[src/rtl/fifo_wr_arbiter_pkg.sv]
// Shared types and defaults for the FIFO write-port arbiter.
// Holds the arbiter state encoding and the beat-counter width helper.
package fifo_arb_pkg;

   typedef enum logic {
      IDLE  = 1'b0,
      BURST = 1'b1
   } arb_state_e;

   localparam int DEF_NREQ         = 4;
   localparam int DEF_WIDTH        = 8;
   localparam int DEF_BURST_MAX    = 4;
   localparam int DEF_IDLE_TIMEOUT = 8;

   // One extra bit so the counter can hold BURST_MAX itself after the final beat.
   function automatic int beat_cnt_w(input int burst_max);
      return $clog2(burst_max) + 1;
   endfunction

endpackage

[src/rtl/fifo_wr_arbiter_if.sv]
// Requester streams, FIFO flags and FIFO write port of the arbiter.
// Handshake: a beat moves on a clock edge where i_req_valid[r] and o_req_ready[r] are both high;
// i_req_last/i_req_data are only meaningful while valid is high, and valid must not depend on ready.
interface fifo_wr_arbiter_if
   import fifo_arb_pkg::*;
#(
   parameter int NREQ  = DEF_NREQ,
   parameter int WIDTH = DEF_WIDTH
);
   logic [NREQ-1:0]       i_req_valid;
   logic [NREQ-1:0]       i_req_last;
   logic [NREQ*WIDTH-1:0] i_req_data;
   logic [NREQ-1:0]       o_req_ready;
   logic                  i_fifo_full;
   logic                  i_fifo_almost_full;
   logic                  o_fifo_wr_en;
   logic [WIDTH-1:0]      o_fifo_wr_data;
   logic [NREQ-1:0]       o_grant;
   logic                  o_busy;

   modport slave (
      input  i_req_valid, i_req_last, i_req_data, i_fifo_full, i_fifo_almost_full,
      output o_req_ready, o_fifo_wr_en, o_fifo_wr_data, o_grant, o_busy
   );

   modport master (
      output i_req_valid, i_req_last, i_req_data, i_fifo_full, i_fifo_almost_full,
      input  o_req_ready, o_fifo_wr_en, o_fifo_wr_data, o_grant, o_busy
   );

endinterface

[src/rtl/fifo_wr_arbiter_rr_picker.sv]
// Combinational round-robin pick: first set request at or above i_ptr, wrapping.
// Returns a one-hot pick and an any-request flag.
module rr_picker #(
   parameter int NREQ  = 4,
   parameter int PTR_W = 2
) (
   input  logic [NREQ-1:0]  i_req,
   input  logic [PTR_W-1:0] i_ptr,
   output logic [NREQ-1:0]  o_pick,
   output logic             o_any
);

   logic             found;
   logic [PTR_W-1:0] idx;

   always_comb begin
      o_pick = '0;
      found  = 1'b0;
      idx    = '0;
      // Explicit modulo keeps the wrap correct for non-power-of-2 NREQ.
      for (int i = 0; i < NREQ; i++) begin
         idx = PTR_W'((int'(i_ptr) + i) % NREQ);
         if (!found && i_req[idx]) begin
            o_pick[idx] = 1'b1;
            found       = 1'b1;
         end
      end
   end

   assign o_any = |i_req;

endmodule

[src/rtl/fifo_wr_arbiter.sv]
// Round-robin arbiter sharing one FIFO write port among NREQ valid/ready requesters.
// Optional burst watchdog: define FIFO_WR_ARB_WATCHDOG_EN to end bursts stalled for IDLE_TIMEOUT cycles.
module fifo_wr_arbiter
   import fifo_arb_pkg::*;
#(
   parameter int NREQ         = DEF_NREQ,
   parameter int WIDTH        = DEF_WIDTH,
   parameter int BURST_MAX    = DEF_BURST_MAX,
   parameter int IDLE_TIMEOUT = DEF_IDLE_TIMEOUT
) (
   input logic              i_clk,
   input logic              i_rst_n,
   fifo_wr_arbiter_if.slave bus
);

   localparam int PTR_W = $clog2(NREQ);
   localparam int CNT_W = beat_cnt_w(BURST_MAX);

   arb_state_e       state_q, state_d;
   logic [PTR_W-1:0] rr_ptr_q, rr_ptr_d;
   logic [CNT_W-1:0] beat_cnt_q, beat_cnt_d;
   logic [NREQ-1:0]  grant_q, grant_d;
   logic             wr_en_q, wr_en_d;
   logic [WIDTH-1:0] wr_data_q, wr_data_d;

   logic [NREQ-1:0]  pick;
   logic             pick_any;
   logic [NREQ-1:0]  ready;
   logic             xfer;
   logic             sel_last;
   logic             burst_end;
   logic [PTR_W-1:0] g_idx, g_next;
   logic [WIDTH-1:0] req_data_a [NREQ];
   logic [WIDTH-1:0] sel_data;

`ifdef FIFO_WR_ARB_WATCHDOG_EN
   localparam int STALL_W = $clog2(IDLE_TIMEOUT + 1);
   logic [STALL_W-1:0] stall_cnt_q, stall_cnt_d;
   logic               sel_valid;
   assign sel_valid = |(bus.i_req_valid & grant_q);
`endif

   rr_picker #(
      .NREQ  (NREQ),
      .PTR_W (PTR_W)
   ) u_rr_picker (
      .i_req  (bus.i_req_valid),
      .i_ptr  (rr_ptr_q),
      .o_pick (pick),
      .o_any  (pick_any)
   );

   always_comb begin
      g_idx = '0;
      for (int i = 0; i < NREQ; i++) begin
         req_data_a[i] = bus.i_req_data[i*WIDTH +: WIDTH];
         if (grant_q[i]) g_idx = PTR_W'(i);
      end
   end

   assign g_next   = (g_idx == PTR_W'(NREQ - 1)) ? '0 : g_idx + PTR_W'(1);
   assign sel_data = req_data_a[g_idx];
   assign sel_last = |(bus.i_req_last & grant_q);

   // Both flags gate ready so the registered write never lands on a full FIFO.
   assign ready = (state_q == BURST) ?
                  (grant_q & {NREQ{~bus.i_fifo_full & ~bus.i_fifo_almost_full}}) : '0;
   assign xfer  = |(bus.i_req_valid & ready);

   always_comb begin
      state_d    = state_q;
      rr_ptr_d   = rr_ptr_q;
      beat_cnt_d = beat_cnt_q;
      grant_d    = grant_q;
      wr_en_d    = 1'b0;
      wr_data_d  = wr_data_q;
      burst_end  = 1'b0;
`ifdef FIFO_WR_ARB_WATCHDOG_EN
      stall_cnt_d = stall_cnt_q;
`endif
      case (state_q)
         IDLE: begin
            if (pick_any) begin
               grant_d    = pick;
               beat_cnt_d = '0;
               state_d    = BURST;
`ifdef FIFO_WR_ARB_WATCHDOG_EN
               stall_cnt_d = '0;
`endif
            end
         end
         BURST: begin
            if (xfer) begin
               wr_en_d    = 1'b1;
               wr_data_d  = sel_data;
               beat_cnt_d = beat_cnt_q + CNT_W'(1);
               if (sel_last || (beat_cnt_q == CNT_W'(BURST_MAX - 1))) burst_end = 1'b1;
`ifdef FIFO_WR_ARB_WATCHDOG_EN
               stall_cnt_d = '0;
`endif
            end
`ifdef FIFO_WR_ARB_WATCHDOG_EN
            // Only an absent requester counts as a stall; FIFO backpressure does not.
            else if (!sel_valid) begin
               if (stall_cnt_q == STALL_W'(IDLE_TIMEOUT - 1)) burst_end = 1'b1;
               else stall_cnt_d = stall_cnt_q + STALL_W'(1);
            end
`endif
            if (burst_end) begin
               rr_ptr_d = g_next;
               grant_d  = '0;
               state_d  = IDLE;
            end
         end
         default: begin
            state_d = IDLE;
            grant_d = '0;
         end
      endcase
   end

   always_ff @(posedge i_clk or negedge i_rst_n) begin
      if (!i_rst_n) begin
         state_q    <= IDLE;
         rr_ptr_q   <= '0;
         beat_cnt_q <= '0;
         grant_q    <= '0;
         wr_en_q    <= 1'b0;
         wr_data_q  <= '0;
`ifdef FIFO_WR_ARB_WATCHDOG_EN
         stall_cnt_q <= '0;
`endif
      end else begin
         state_q    <= state_d;
         rr_ptr_q   <= rr_ptr_d;
         beat_cnt_q <= beat_cnt_d;
         grant_q    <= grant_d;
         wr_en_q    <= wr_en_d;
         wr_data_q  <= wr_data_d;
`ifdef FIFO_WR_ARB_WATCHDOG_EN
         stall_cnt_q <= stall_cnt_d;
`endif
      end
   end

   assign bus.o_req_ready    = ready;
   assign bus.o_fifo_wr_en   = wr_en_q;
   assign bus.o_fifo_wr_data = wr_data_q;
   assign bus.o_grant        = grant_q;
   assign bus.o_busy         = (state_q == BURST);

endmodule

[src/flat_wrapper.sv]
// flat-port wrapper written by rule: the top's interface ports become plain ports
module fifo_wr_arbiter_flat import fifo_arb_pkg::*;
#(
   parameter int NREQ         = DEF_NREQ,
   parameter int WIDTH        = DEF_WIDTH,
   parameter int BURST_MAX    = DEF_BURST_MAX,
   parameter int IDLE_TIMEOUT = DEF_IDLE_TIMEOUT
)
  (i_clk, i_rst_n, bus_i_req_valid, bus_i_req_last, bus_i_req_data, bus_i_fifo_full, bus_i_fifo_almost_full, bus_o_req_ready, bus_o_fifo_wr_en, bus_o_fifo_wr_data, bus_o_grant, bus_o_busy);
  fifo_wr_arbiter_if #(.NREQ(NREQ), .WIDTH(WIDTH)) bus_i ();
  input logic i_clk;
  input logic i_rst_n;
  input wire logic [$bits(bus_i.i_req_valid)-1:0] bus_i_req_valid;
  input wire logic [$bits(bus_i.i_req_last)-1:0] bus_i_req_last;
  input wire logic [$bits(bus_i.i_req_data)-1:0] bus_i_req_data;
  input wire logic [$bits(bus_i.i_fifo_full)-1:0] bus_i_fifo_full;
  input wire logic [$bits(bus_i.i_fifo_almost_full)-1:0] bus_i_fifo_almost_full;
  output wire logic [$bits(bus_i.o_req_ready)-1:0] bus_o_req_ready;
  output wire logic [$bits(bus_i.o_fifo_wr_en)-1:0] bus_o_fifo_wr_en;
  output wire logic [$bits(bus_i.o_fifo_wr_data)-1:0] bus_o_fifo_wr_data;
  output wire logic [$bits(bus_i.o_grant)-1:0] bus_o_grant;
  output wire logic [$bits(bus_i.o_busy)-1:0] bus_o_busy;
  assign bus_i.i_req_valid = bus_i_req_valid;
  assign bus_i.i_req_last = bus_i_req_last;
  assign bus_i.i_req_data = bus_i_req_data;
  assign bus_i.i_fifo_full = bus_i_fifo_full;
  assign bus_i.i_fifo_almost_full = bus_i_fifo_almost_full;
  assign bus_o_req_ready = bus_i.o_req_ready;
  assign bus_o_fifo_wr_en = bus_i.o_fifo_wr_en;
  assign bus_o_fifo_wr_data = bus_i.o_fifo_wr_data;
  assign bus_o_grant = bus_i.o_grant;
  assign bus_o_busy = bus_i.o_busy;
  fifo_wr_arbiter #(.NREQ(NREQ), .WIDTH(WIDTH), .BURST_MAX(BURST_MAX), .IDLE_TIMEOUT(IDLE_TIMEOUT)) u_core (.i_clk(i_clk), .i_rst_n(i_rst_n), .bus(bus_i));
endmodule
[config.mk]
export PLATFORM = sky130hd
export DESIGN_NAME = fifo_wr_arbiter_flat
export DESIGN_NICKNAME = d
export VERILOG_FILES = /design/src/rtl/fifo_wr_arbiter_pkg.sv /design/src/rtl/fifo_wr_arbiter_if.sv /design/src/rtl/fifo_wr_arbiter_rr_picker.sv /design/src/rtl/fifo_wr_arbiter.sv /design/src/flat_wrapper.sv
export SDC_FILE = /design/constraint.sdc
export NUM_CORES = 1
export LEC_CHECK = 0
export BUFFER_PORTS_ARGS = -buffer_cell sky130_fd_sc_hd__buf_2
export CAP_MARGIN = 20
export CELL_PAD_IN_SITES_DETAIL_PLACEMENT = 1
export CELL_PAD_IN_SITES_GLOBAL_PLACEMENT = 1
export CORE_MARGIN = 5
export CORE_UTILIZATION = 34
export DETAILED_ROUTE_END_ITERATION = 8
export GPL_TIMING_DRIVEN = 0
export PLACE_DENSITY = 0.85
export SLEW_MARGIN = 20
export SYNTH_ARGS = -nofsm -noshare
export SYNTH_HDL_FRONTEND = slang
export SYNTH_HIERARCHICAL = 1
export SYNTH_SLANG_ARGS = --single-unit
[constraint.sdc]
create_clock -name i_clk -period 2.6 [get_ports i_clk]
set_clock_uncertainty 0.15 [all_clocks]
set_input_delay 0.13 -clock i_clk [delete_from_list [all_inputs] [get_ports i_clk]]
set_output_delay 0.13 -clock i_clk [all_outputs]
set_load 0.01 [all_outputs]
=== Yosys cells after proc, flatten, opt, wreduce, memory -nomap -nowiden ===
Cells that the tools add are included.

* Register bits after elaboration: 19
* Bits in latches: 0
* Memory bits (writable): 0
* Bits in read-only memories: 0
* Bits of input ports: 44
* Output and inout bits: 18
* Word-level logic and storage cells: 99
* Memories: 0

* Add/subtract/negate cells: 5
* Multiply operators: 0
* Divide/modulo/power cells: 0
* Magnitude comparators: 9
* Equality and inequality tests: 5
* Shift-type cells: 0
* Multiplexer cells: 45
* Bitwise logic cells: 11
* Reductions and logical operators: 18

{| class="wikitable"
|+ Operator list
! kind !! number
|-
| 4-bit two-way mux || 7
|-
| 1-bit two-way mux || 19
|-
| 8-bit binary-select mux with 2-bit select || 1
|-
| 8-bit two-way mux || 2
|-
| 4-bit AND || 3
|-
| 2-bit by 3-bit < comparator with 1-bit output, second input constant || 4
|-
| 4-bit bitwise OR || 3
|-
| 4-bit OR reduction || 3
|-
| 1-bit binary-select mux with 2-bit select || 4
|-
| 1-bit demux with 2-bit select || 4
|-
| 2-bit by 1-bit >= comparator with 1-bit output, second input constant || 4
|-
| 4-bit one-hot mux with 2 select lines || 1
|-
| 2-bit AND reduction || 4
|-
| 1-bit logical AND || 7
|-
| 2-bit two-way mux || 3
|-
| 3-bit two-way mux || 2
|-
| 3-bit one-hot mux with 2 select lines || 1
|-
| 2-bit by 1-bit adder with 2-bit output, second input constant || 2
|-
| 2-bit adder, second input constant || 2
|-
| 2-bit inequality test, second input constant || 2
|-
| 3-bit by 1-bit adder with 3-bit output, second input constant || 1
|-
| 3-bit by 2-bit equality test with 1-bit output, second input constant || 1
|-
| 3-bit >= comparator, second input constant || 1
|-
| 1-bit logical NOT || 3
|-
| 7 further kinds || 9
|}

=== Depth between registers and ports, before layout ===
* Depth in word-level cells: 14
* Gate-level depth with buffers: 8
* Gate-level depth less buffers: 8

=== Modules after synthesis ===
Netlist, hierarchy kept.

{| class="wikitable"
|+ Modules (own cells, without submodules)
! module !! instances !! cells each !! area an instance (um^2) !! sequential area each (um^2)
|-
| fifo_wr_arbiter || 1 || 116 || 1097.3 || 475.5
|-
| rr_picker || 1 || 37 || 345.3 || 0.0
|}

=== Worst setup path before layout ===
No wires, ideal clock.

* Path kind: register -> register
* Start: register u_core.rr_ptr_q[0]
* End: register u_core.grant_q[2], in the netlist u_core/bus.o_grant[2]
* Library setup time: 95 ps
* Data arrival time: 1882 ps
* Required time: 2355 ps
* Path slack: 473 ps
* Stages on the path, launching flop included: 9
* Path buffers: 0
* Clock period less this slack: 2127 ps
* Cells stage by stage: dfrtp_1 -> inv_1 -> ha_1 -> mux4_2 -> nor4b_4 -> nand2_1 -> o211ai_1 -> nand2_1 -> o31ai_1

* Longest elaborated chain between the ends: 14
* Elaborated cells between the ends (all ways): 49
* Classes of those cells: add/sub (3); order compare (8); mux (25); bitwise (3); reduce/logical (10)

{| class="wikitable"
|+ Ends and longest elaborated chain
! item !! line !! RTL
|-
| start, declared || fifo_wr_arbiter.sv:20 || <nowiki>logic [PTR_W-1:0] rr_ptr_q, rr_ptr_d;</nowiki>
|-
| start signal, assigned || fifo_wr_arbiter.sv:135 || <nowiki>rr_ptr_q <= rr_ptr_d;</nowiki>
|-
| parallel branches: the longest is 11 deep, another holds 2-bit by 3-bit < comparator with 1-bit output || -- ||
|-
| 4-bit two-way mux (*) || fifo_wr_arbiter_rr_picker.sv:23 || <nowiki>if (!found && i_req[idx]) begin</nowiki>
|-
| net u_core.pick[2] || fifo_wr_arbiter.sv:26 || <nowiki>logic [NREQ-1:0] pick;</nowiki>
|-
| 4-bit two-way mux (*) || fifo_wr_arbiter.sv:83 || <nowiki>if (pick_any) begin</nowiki>
|-
| 4-bit one-hot mux with 2 select lines (*) || fifo_wr_arbiter.sv:81 || <nowiki>case (state_q)</nowiki>
|-
| end signal, assigned || fifo_wr_arbiter.sv:137 || <nowiki>grant_q <= grant_d;</nowiki>
|-
| end, declared || fifo_wr_arbiter.sv:22 || <nowiki>logic [NREQ-1:0] grant_q, grant_d;</nowiki>
|}

Mark *: on every way through the listed nets, which the timed path passes. The select of a mux whose other input is x is not followed.
A chain may end at the register's enable or synchronous reset.

=== Worst setup path after layout ===
* Start: register u_core.rr_ptr_q[0]
* End: register u_core.grant_q[3], in the netlist u_core/bus.o_grant[3]

The elaborated chain is that of the path after synthesis.

==> results.cfg <==
[outcome]
status = finished, final reports clean

[min_path]
min_delay_worst_endpoint = u_core/bus.o_fifo_wr_data[3]$_DFFE_PN0P_
hp-start = bus_i_req_data[27]
hold_depth = 3
min_path_type = primary input to flop

[logic_synthesis]
ys_ff_latch = 19
async_flop_share_pct = 100
synthDistinctLibCells = 29
synth_edf_count = 0
syn_area_per_cell_um2 = 9.43
syn_area_um2 = 1440
yosys_warnings = 6
syn_inst = 153
ys.flop_type = dfrtp_1
ys_seq_area_share_pct = 33.0
syn-num-nets = 205

[place]
portBuffers = 61
dp_slack_ns = 0.0637
gp_routability_congestion = 0.860
hpwl_um = 3570

[grt]
grt.total_usage_pct = 16.1
grt_pass1_vias = 1486
grt_pass1_wl_um = 7120
grt_max_degree = 20
antenna_found_initial = 0
overflow = 0

[sta]
finalHoldViolations = 0
fin_setup_tns_ns = 0
whs_ns = 0.0340
fin_ws_ns = 0.171
rsz0062_at_grt = no
slew_headroom_pct = 52.2
post-route-period-util_pct = 93.4
final_max_slew_viol_count = 0
max_freq_mhz = 412
setup_viol = 0
post-route-min-period_ns = 2.43
worstMarginPinSlew_ns = 0.717

[critical_path]
worstPathRequired_ns = 2.61
critPathMaxStageDelay_ns = 0.49
r2r-end = u_core/bus.o_grant[3]$_DFFE_PN0P_
crit_buf_inv = 1
startpoint_type = flop
path_cells = inv_1 -> ha_1 -> mux4_2 -> nor4b_4 -> nand2_1 -> o211ai_1 -> nand2_1 -> o21ai_0
reg2reg_from = u_core/rr_ptr_q[0]$_DFFE_PN0P_
path_max_fanout = 9
cpLargestDelayFamily = simple AND/OR/NAND/NOR gates
worst_path_max_delay_cell = dfrtp_2
cp-end-kind = flop
cp_data_arrival_time_ns = 2.44
crit_top_cell = nand2_1
r2r_slack_ns = 0.17
reg2reg_depth = 8
worst-setup-path-type = flop to flop

[clock_tree]
clockBufferDepth = 2
clockRootBuffer = clkbuf_8
cts.sinks = 19
clk_pin_slew_ns = 0.07
clkLatencyLatePin_ns = 0.25
cts_made_buffers = 3
cts_tree = yes
cts.htree.levels = 1

[floorplan]
fp.dieH_um = 75.1
die_x_um = 75.1
placementRows = 23
start_util_pct = 35.6
dieArea_um2 = 5650
pin_count = 62
core_um2 = 4060

[layout]
insertedDiodeCount = 0
drive_above_1_share_pct = 37.0
finalCoreUtilization_pct = 46.0
nets = 272
area_growth_pct = 29.5

[detailed_routing]
drcViolationCount = 0
vias_per_cell = 5.27
drt_iter0_drc = 96
wire_per_inst_um = 17.0
via_count = 1418
firstDrtPassIters = 4
routed_wirelength_um = 4570
drtAntennaViolNets = 0

[pwr]
power.total_mw = 1.88
vdd_drop_max_mv = 0.307
leakagePower_nw = 0.868
powerDensity_nw_per_um2 = 1010

[flow_run]
maxCapViolCount = 0
how the worst max path moves through the flow:
stage                                   start                           endpoint  slack, ns  cells after the start
2_1_floorplan  u_core/rr_ptr_q[0]$_DFFE_PN0P_  u_core/bus.o_grant[2]$_DFFE_PN0P_       0.47                      8
3_3_place_gp   u_core/rr_ptr_q[0]$_DFFE_PN0P_  u_core/bus.o_grant[1]$_DFFE_PN0P_       0.20                      8
3_5_place_dp   u_core/rr_ptr_q[0]$_DFFE_PN0P_  u_core/bus.o_grant[3]$_DFFE_PN0P_       0.06                      8
4_1_cts        u_core/rr_ptr_q[0]$_DFFE_PN0P_  u_core/bus.o_grant[3]$_DFFE_PN0P_       0.05                      8
5_1_grt        u_core/rr_ptr_q[0]$_DFFE_PN0P_  u_core/bus.o_grant[3]$_DFFE_PN0P_       0.05                      8
6_report       u_core/rr_ptr_q[0]$_DFFE_PN0P_  u_core/bus.o_grant[3]$_DFFE_PN0P_       0.17                      8
stage by stage:
| stage | cell area, um^2 | instances |
|---|---|---|
| 2_1_floorplan | 1440 | 153 |
| 3_3_place_gp | 1810 | 264 |
| 3_5_place_dp | 1810 | 264 |
| 4_1_cts | 1870 | 269 |
| 5_1_grt | 1870 | 269 |
| 6_report | 1870 | 269 |
cell families after synthesis:
| group | after synthesis | synth area share (%) |
|---|---|---|
| buf+inv | 17 | 5.29 |
| simple gates | 44 | 15.2 |
| fa+ha+maj | 8 | 6.94 |
| mux | 24 | 20.7 |
| flops | 19 | 33.0 |
| compound gates | 41 | 18.9 |
state kept, by name, indices dropped and copies added, names as in the netlist:
name and flops:
u_core/beat_cnt_q 3, u_core/rr_ptr_q 2, u_core/bus.o_busy 1, u_core/bus.o_grant 4, u_core/bus.o_fifo_wr_en 1, u_core/bus.o_fifo_wr_data 8
worst min-delay path, cell delays in order:
cell	delay, ns
buf_2	0.08
mux2i_1	0.06
a21oi_1	0.13
area by class of cell:
type | instances | area, um^2
Buffer | 8 | 42.5
Clock buffer | 4 | 45.0
Fill cell | 507 | 2190
Inverter | 9 | 33.8
Multi-Input combinational cell | 117 | 891
Sequential cell | 19 | 478
Tap cell | 50 | 62.6
Timing Repair Buffer | 62 | 315
Yosys cell counts, drive strengths merged (6+ instances only):
library cell  number  area [um^2]
nand2             24         90.1
dfrtp             19          475
mux2i             19          190
a21oi             14         70.1
o21ai             12         60.1
nor2              11         41.3
inv                9         33.8
ha                 8          100
buf                6         35.0
power breakdown:
part	switching [mW]	total [mW]	internal [mW]
Combinational	0.624	1.13	0.511
Sequential	0.121	0.546	0.424
Clock	0.0947	0.203	0.109
Total	0.840	1.88	1.04
metal layers:
metal | track usage (%) | part of all wire (%)
met2 | 29.9 | 54
met1 | 20.8 | 40
met3 | 0.401 | 5.9
met5 | 0 | 0
met4 | 3.88 | 0.74
layout by cell type, fill, tap and decap left out:
cell	synthesis	final
clkbuf_8	0	3
dlygate4sd3_1	0	1
buf_1	1	1
inv_1	9	9
nor4b_4	1	1
nand2_1	24	24
buf_2	4	65
nor2_1	11	11
o21ai_0	10	10
or4_1	1	1
mux4_1	2	2
mux4_2	2	2
mux2_1	1	1
nand2b_1	1	1
nor3b_4	1	1
clkbuf_1	2	3
a21oi_1	14	14
a222oi_1	1	1
a21o_2	4	4
o21bai_1	1	1
mux2i_1	19	19
o21ai_1	2	2
o31ai_1	1	1
dfrtp_1	19	17
buf_6	1	1
o211ai_1	4	4
a22oi_1	2	2
and2_1	4	4
ha_1	8	8
a21boi_4	2	2
nor2b_1	1	1
dfrtp_2	0	2
repair_timing:
action	CTS	global route
endpoints found under the setup margin	0	4
hold buffers	1	0
gates resized for setup	0	2
setup buffers	0	0
hold endpoints to repair	19	0
(Power assumes the default switching activity.)
